===== config.mk =====
export PLATFORM = sky130hd
export DESIGN_NAME = id_stage
export DESIGN_NICKNAME = d
export VERILOG_FILES = /design/src/rtl/id_stage.sv
export SDC_FILE = /design/constraint.sdc
export NUM_CORES = 2
export LEC_CHECK = 0
export BUFFER_PORTS_ARGS = -buffer_cell sky130_fd_sc_hd__buf_2
export CELL_PAD_IN_SITES_DETAIL_PLACEMENT = 0
export CELL_PAD_IN_SITES_GLOBAL_PLACEMENT = 1
export CORE_MARGIN = 3
export CORE_UTILIZATION = 26
export CTS_CLUSTER_SIZE = 16
export DETAILED_ROUTE_END_ITERATION = 16
export GPL_ROUTABILITY_DRIVEN = 0
export PLACE_DENSITY_LB_ADDON = 0.1
export SLEW_MARGIN = 25
export SYNTH_ARGS = -nofsm -noshare
export SYNTH_HDL_FRONTEND = slang
export SYNTH_SLANG_ARGS = --single-unit
export TNS_END_PERCENT = 10

===== constraint.sdc =====
create_clock -name clk -period 10.4 [get_ports clk]
set_input_delay 2.08 -clock clk [delete_from_list [all_inputs] [get_ports clk]]
set_output_delay 2.08 -clock clk [all_outputs]
set_load 0.02 [all_outputs]

===== src/rtl/id_stage.sv =====
// Decode stage: decodes an LA32 integer subset, reads the register file, resolves branches
// and holds on RAW hazards. Define ID_FORWARD_EN to take operands from the execute/memory buses.
module id_stage #(
    parameter int FS_TO_DS_WD = 64,
    parameter int DS_TO_ES_WD = 148
) (
    input  logic                   clk,
    input  logic                   reset,
    input  logic                   fs_to_ds_valid,
    input  logic [FS_TO_DS_WD-1:0] fs_to_ds_bus,
    output logic                   ds_allow_in,
    output logic [32:0]            br_bus,
    input  logic                   es_allow_in,
    output logic                   ds_to_es_valid,
    output logic [DS_TO_ES_WD-1:0] ds_to_es_bus,
    input  logic [39:0]            es_fwd_bus,
    input  logic [38:0]            ms_fwd_bus,
    input  logic [37:0]            ws_rf_bus
);

    logic                   ds_valid;
    logic                   br_cancel;
    logic                   ds_ready_go;
    logic                   accept;
    logic                   drop_next;
    logic                   br_taken;
    logic [31:0]            br_target;
    logic [FS_TO_DS_WD-1:0] fs_bus_q;

    assign accept    = ds_allow_in && fs_to_ds_valid;
    // A taken branch this cycle also drops a fetch accepted on the same edge.
    assign drop_next = br_cancel || (br_taken && es_allow_in);

    // NOTE: sequential state uses non-blocking assignments so every register samples pre-edge values.
    always_ff @(posedge clk) begin
        if (reset) begin
            ds_valid  <= 1'b0;
            br_cancel <= 1'b0;
            fs_bus_q  <= '0;
        end else begin
            if (ds_allow_in) begin
                ds_valid <= fs_to_ds_valid && !drop_next;
            end
            if (accept) begin
                fs_bus_q  <= fs_to_ds_bus;
                br_cancel <= 1'b0;
            end else begin
                br_cancel <= drop_next;
            end
        end
    end

    logic [31:0] ds_pc;
    logic [31:0] inst;
    assign ds_pc = fs_bus_q[63:32];
    assign inst  = fs_bus_q[31:0];

    logic [4:0]  rd;
    logic [4:0]  rj;
    logic [4:0]  rk;
    logic [11:0] si12;
    logic [19:0] si20;
    logic [15:0] offs16;
    assign rd     = inst[4:0];
    assign rj     = inst[9:5];
    assign rk     = inst[14:10];
    assign si12   = inst[21:10];
    assign si20   = inst[24:5];
    assign offs16 = inst[25:10];

    logic inst_add, inst_sub, inst_slt, inst_sltu, inst_and, inst_or, inst_nor, inst_xor;
    logic inst_slli, inst_srli, inst_srai, inst_addi, inst_lu12i, inst_ld, inst_st;
    logic inst_jirl, inst_b, inst_bl, inst_beq, inst_bne;

    assign inst_add   = inst[31:15] == 17'h00020;
    assign inst_sub   = inst[31:15] == 17'h00022;
    assign inst_slt   = inst[31:15] == 17'h00024;
    assign inst_sltu  = inst[31:15] == 17'h00025;
    assign inst_nor   = inst[31:15] == 17'h00028;
    assign inst_and   = inst[31:15] == 17'h00029;
    assign inst_or    = inst[31:15] == 17'h0002a;
    assign inst_xor   = inst[31:15] == 17'h0002b;
    assign inst_slli  = inst[31:15] == 17'h00081;
    assign inst_srli  = inst[31:15] == 17'h00089;
    assign inst_srai  = inst[31:15] == 17'h00091;
    assign inst_addi  = inst[31:22] == 10'h00a;
    assign inst_ld    = inst[31:22] == 10'h0a2;
    assign inst_st    = inst[31:22] == 10'h0a6;
    assign inst_lu12i = inst[31:25] == 7'h0a;
    assign inst_jirl  = inst[31:26] == 6'h13;
    assign inst_b     = inst[31:26] == 6'h14;
    assign inst_bl    = inst[31:26] == 6'h15;
    assign inst_beq   = inst[31:26] == 6'h16;
    assign inst_bne   = inst[31:26] == 6'h17;

    logic reg_op;
    logic shift_imm;
    logic src1_used;
    logic src2_used;
    logic sel_rd;
    assign reg_op    = inst_add | inst_sub | inst_slt | inst_sltu |
                       inst_and | inst_or | inst_nor | inst_xor;
    assign shift_imm = inst_slli | inst_srli | inst_srai;
    assign src1_used = reg_op | shift_imm | inst_addi | inst_ld | inst_st |
                       inst_jirl | inst_beq | inst_bne;
    assign sel_rd    = inst_st | inst_beq | inst_bne;
    assign src2_used = reg_op | sel_rd;

    logic [4:0] raddr2;
    assign raddr2 = sel_rd ? rd : rk;

    logic        ws_we;
    logic [4:0]  ws_waddr;
    logic [31:0] ws_wdata;
    assign ws_we    = ws_rf_bus[37];
    assign ws_waddr = ws_rf_bus[36:32];
    assign ws_wdata = ws_rf_bus[31:0];

    logic [31:0] rf [32];

    // NOTE: the register file is cleared on reset because r1..r31 must read zero afterwards.
    always_ff @(posedge clk) begin
        if (reset) begin
            for (int i = 0; i < 32; i++) begin
                rf[i] <= '0;
            end
        end else if (ws_we && ws_waddr != 5'd0) begin
            rf[ws_waddr] <= ws_wdata;
        end
    end

    logic [31:0] rf_rj;
    logic [31:0] rf_r2;
    assign rf_rj = (rj == 5'd0)                      ? 32'd0    :
                   (ws_we && ws_waddr == rj)         ? ws_wdata : rf[rj];
    assign rf_r2 = (raddr2 == 5'd0)                  ? 32'd0    :
                   (ws_we && ws_waddr == raddr2)     ? ws_wdata : rf[raddr2];

    logic        es_valid, es_we, es_is_load;
    logic [4:0]  es_dest;
    logic [31:0] es_value;
    logic        ms_valid, ms_we;
    logic [4:0]  ms_dest;
    logic [31:0] ms_value;
    assign {es_valid, es_we, es_dest, es_is_load, es_value} = es_fwd_bus;
    assign {ms_valid, ms_we, ms_dest, ms_value}             = ms_fwd_bus;

    logic es_hit1, es_hit2, ms_hit1, ms_hit2;
    assign es_hit1 = src1_used && rj != 5'd0     && es_valid && es_we && es_dest == rj;
    assign es_hit2 = src2_used && raddr2 != 5'd0 && es_valid && es_we && es_dest == raddr2;
    assign ms_hit1 = src1_used && rj != 5'd0     && ms_valid && ms_we && ms_dest == rj;
    assign ms_hit2 = src2_used && raddr2 != 5'd0 && ms_valid && ms_we && ms_dest == raddr2;

    logic [31:0] rj_value;
    logic [31:0] r2_value;
    logic        stall;

`ifdef ID_FORWARD_EN
    assign rj_value = es_hit1 ? es_value : ms_hit1 ? ms_value : rf_rj;
    assign r2_value = es_hit2 ? es_value : ms_hit2 ? ms_value : rf_r2;
    // A load's value is not known until after execute, so it still has to wait.
    assign stall    = (es_hit1 || es_hit2) && es_is_load;
`else
    assign rj_value = rf_rj;
    assign r2_value = rf_r2;
    assign stall    = es_hit1 || es_hit2 || ms_hit1 || ms_hit2;
    logic unused_fwd;
    assign unused_fwd = ^{es_is_load, es_value, ms_value};
`endif

    assign ds_ready_go    = !stall;
    assign ds_allow_in    = !ds_valid || (ds_ready_go && es_allow_in);
    assign ds_to_es_valid = ds_valid && ds_ready_go;

    logic [31:0] br_offs16;
    logic [31:0] br_offs26;
    logic        br_cond;
    assign br_offs16 = {{14{offs16[15]}}, offs16, 2'b00};
    assign br_offs26 = {{4{inst[9]}}, inst[9:0], inst[25:10], 2'b00};
    assign br_cond   = inst_b | inst_bl | inst_jirl |
                       (inst_beq && rj_value == r2_value) |
                       (inst_bne && rj_value != r2_value);
    assign br_taken  = ds_valid && ds_ready_go && br_cond;
    assign br_target = inst_jirl           ? rj_value + br_offs16 :
                       (inst_b | inst_bl)  ? ds_pc + br_offs26    : ds_pc + br_offs16;
    assign br_bus    = br_taken ? {1'b1, br_target} : 33'd0;

    // alu_op one-hot, bit 0..11: add sub slt sltu and nor or xor sll srl sra lui
    logic [11:0] alu_op;
    assign alu_op = {inst_lu12i, inst_srai, inst_srli, inst_slli, inst_xor, inst_or,
                     inst_nor, inst_and, inst_sltu, inst_slt, inst_sub,
                     inst_add | inst_addi | inst_ld | inst_st | inst_jirl | inst_bl};

    logic        dest_we;
    logic [4:0]  dest;
    logic [31:0] src1;
    logic [31:0] src2;
    assign dest_we = reg_op | shift_imm | inst_addi | inst_lu12i | inst_ld | inst_jirl | inst_bl;
    assign dest    = inst_bl ? 5'd1 : rd;
    // Link value is formed in execute as pc + 4.
    assign src1    = (inst_bl | inst_jirl) ? ds_pc : inst_lu12i ? 32'd0 : rj_value;

    always_comb begin
        src2 = r2_value;
        if (inst_bl || inst_jirl) begin
            src2 = 32'd4;
        end else if (inst_lu12i) begin
            src2 = {si20, 12'd0};
        end else if (shift_imm) begin
            src2 = {27'd0, rk};
        end else if (inst_addi || inst_ld || inst_st) begin
            src2 = {{20{si12[11]}}, si12};
        end
    end

    assign ds_to_es_bus = {alu_op, inst_ld, inst_st, dest_we, dest,
                           src1, src2, r2_value, ds_pc};

endmodule


==> qor.yml <==
floorplan:
  die_w_um: 503
  initial_core_util_pct: 26.2
  fp.dieH_um: 503
  num_rows: 181
  coreArea_mm2: 0.244
  io_pins: 368
  die_area_mm2: 0.253
timing:
  rsz0062_at_grt: "false"
  final_max_slew_viol_count: 0
  max_freq_mhz: 99.5
  finalWorstSetupSlack_ns: 0.347
  worst_pin_slew_ns: 1.06
  fin_crit_sh_pct: 96.7
  relSlewSlack_pct: 29.4
  clock-skew-final_ns: 0.0397
  hold_viol: 0
  setup_viol: 0
  final.setup.tns_ns: 0
  min_period_ns: 10.05
routing:
  via_per_inst: 5.68
  antenna_left: 0
  dr.first_iter.drc_count: 6552
  wire_per_inst_um: 37.8
  drc: 0
  drtPass1Iterations: 5
  route.vias.total: 53400
  routed_wl_um: 355000
logic_synthesis:
  syn_inst: 5846
  synth_edf_count: 1024
  yosysMostFrequentCell: "edfxtp_1"
  syn_avg_cell_area_um2: 11.0
  yosys.area.top_type: "edfxtp_1"
  synthTopCellsByCount: "edfxtp_1 (1024), nand2_1 (778), and2_1 (574)"
  synth_top_area_share_pct: 48.0
  ys_ff_latch: 1095
  ys_types: 90
  synth_ff_type: "edfxtp_1"
  synth_area_leaders: "edfxtp_1 (48%), mux4_2 (9.7%), and2_1 (5.6%)"
  async_flop_share_pct: 0
  ys_warn_count: 0
  netlist_area_mm2: 0.0641
  ys_seq_area_share_pct: 50.2
clock_network:
  htreeDepth: 4
  cts_tree: "yes"
  root_buffer: "clkbuf_16"
  cts_sinks: 1095
  clk_pin_slew_worst_paths_ns: 0.06
  postCtsSetupBuffers: 0
  worstSkewPairLatency_ns: 0.83
  clockBufferDepth: 3
  cts_made_buffers: 142
worst_setup_path:
  cp_top_family: "simple AND/OR/NAND/NOR gates"
  cp_num_buf_inv: 5
  end_kind: "output port"
  slowest_stage: "or4_2"
  r2r_slack_ns: 3.50
  critPathLaunchType: "flop"
  startpoint: "fs_bus_q[31]"
  rr_startpoint: "fs_bus_q[31]"
  worstSetupPathType: "reg -> out"
  cp_slowest_stage_delay_ns: 0.86
  path_cells: "or3_1 > or4_2 > buf_4 > o211a_4 > buf_12 > nand2_1 > a21oi_1 > or4_1 > nor4_1 > nor3_1 > a2111oi_2 > nand4_1 > or4_1 > nor4_1 > buf_4 > nor3_4 > buf_12 > a31oi_1 > buf_2"
  path_max_fanout: 52
  critPathArrivalTime_ns: 7.97
  required_ns: 8.32
final_layout:
  fin_cells: 9399
  area_delta_synth_final_pct: 17.4
  final_area_mm2: 0.0753
  nets: 6310
  final_layout_size_suffix_gt1_share_pct: 21.3
grt:
  first_global_vias: 51900
  overflow: 0
  grt_max_degree: 94
  grt_pass1_wl_um: 474000
  grt_usage_pct: 27.3
  antenna_found_initial: 37
place:
  dp_hpwl_um: 241000
  portBuffers: 302
  place_inst: 9122
  post-place-ws_ns: 0.382
  postPlaceCellArea_mm2: 0.0707
hold_path:
  hp-class: "reg -> reg"
  hold_start: "br_cancel"
job:
  maxCapViolations: 0
pwr:
  vdd_drop_max_v: 0.000141
  p_per_area_mw_per_mm2: 170
  p_leak_nw: 26.6
  total_power_mw: 12.8
status:
  status: "complete, no violations"
-- final cells by class --
class                      instances  area, µm²
timing repair buffer             660       4670
sequential                      1095      32200
clock buffer                     180       3730
inverter                         106        398
clock inverter                    80        818
fill                           24900     169000
tap                             3202       4010
antenna                           16       40.0
multi-input combinational       4060      29400
-- worst register-to-register path: cells and delay by family, from the launching register on --
kind | cells | cell delay, ns
AO/OA/AOI/OAI | 5 | 1.40
AND/OR/NAND/NOR | 9 | 3.91
buffers and inverters | 4 | 1.12
flip-flops | 1 | 0.38
-- worst paths after layout --
check | endpoint | cells after the start
setup / recovery | br_bus[30] | 19
setup reg to reg | ds_valid | 18
hold / removal | br_cancel | 2
hold reg to reg | br_cancel | 2
-- metal layers --
layer / vias to the layer above / share of wire, % / track usage [%]
met4: 8 / 4.2 / 10.4
met1: 28000 / 43 / 36.8
li1: 22300 / - / -
met3: 506 / 7.4 / 4.71
met5: - / 0.0098 / 0
met2: 2538 / 46 / 43.8
-- flip-flops by register name, indices dropped and copies added, names as in the netlist, named ones only --
signal / flops
fs_bus_q: 64
br_cancel: 1
rf: 1024
ds_valid: 1
-- report_power, final --
part	internal (mW)	leakage, nW	switching [mW]	total [mW]
registers	5.06	10.3	0.164	5.22
logic	0.807	14.1	1.80	2.61
clock network	2.82	2.20	2.18	4.99
total	8.68	26.6	4.14	12.8
-- stage by stage --
stage	hold WS (ns)	utilization, %
after floorplan	0.429	-
after global placement	0.449	28.9
after detailed placement	0.451	28.9
after CTS	0.458	30.8
after global routing	0.476	30.8
final	0.459	30.8
-- cells by family after synthesis --
group,synth area share [%]
compound gates,10.6
xor+xnor,1.11
fa+ha+maj,1.19
buf+inv,4.79
flops,50.2
mux,13.6
other cells,0.00585
simple gates,18.5
-- timing repair --
item | 4_1_cts | 5_1_grt
endpoints found under the setup margin | 1 | 11
hold buffers | 0 | 0
resized for setup | 1 | 2
gates cloned | 0 | 1
-- cells in the final DEF, fill, tap and decap left out, drive strengths merged, types with 59 or more instances in the layout --
cell and instances:
and2 576, nor2 182, o211ai 91, nand2 778
mux2i 206, a21oi 303, nand3 99, clkbuf 180
nor3 472, o21ai 119, edfxtp 1024, buf 660
mux4 275, dfxtp 71, clkinv 59, o2111ai 74
inv 112, a22o 76
(Power assumes the default switching activity.)
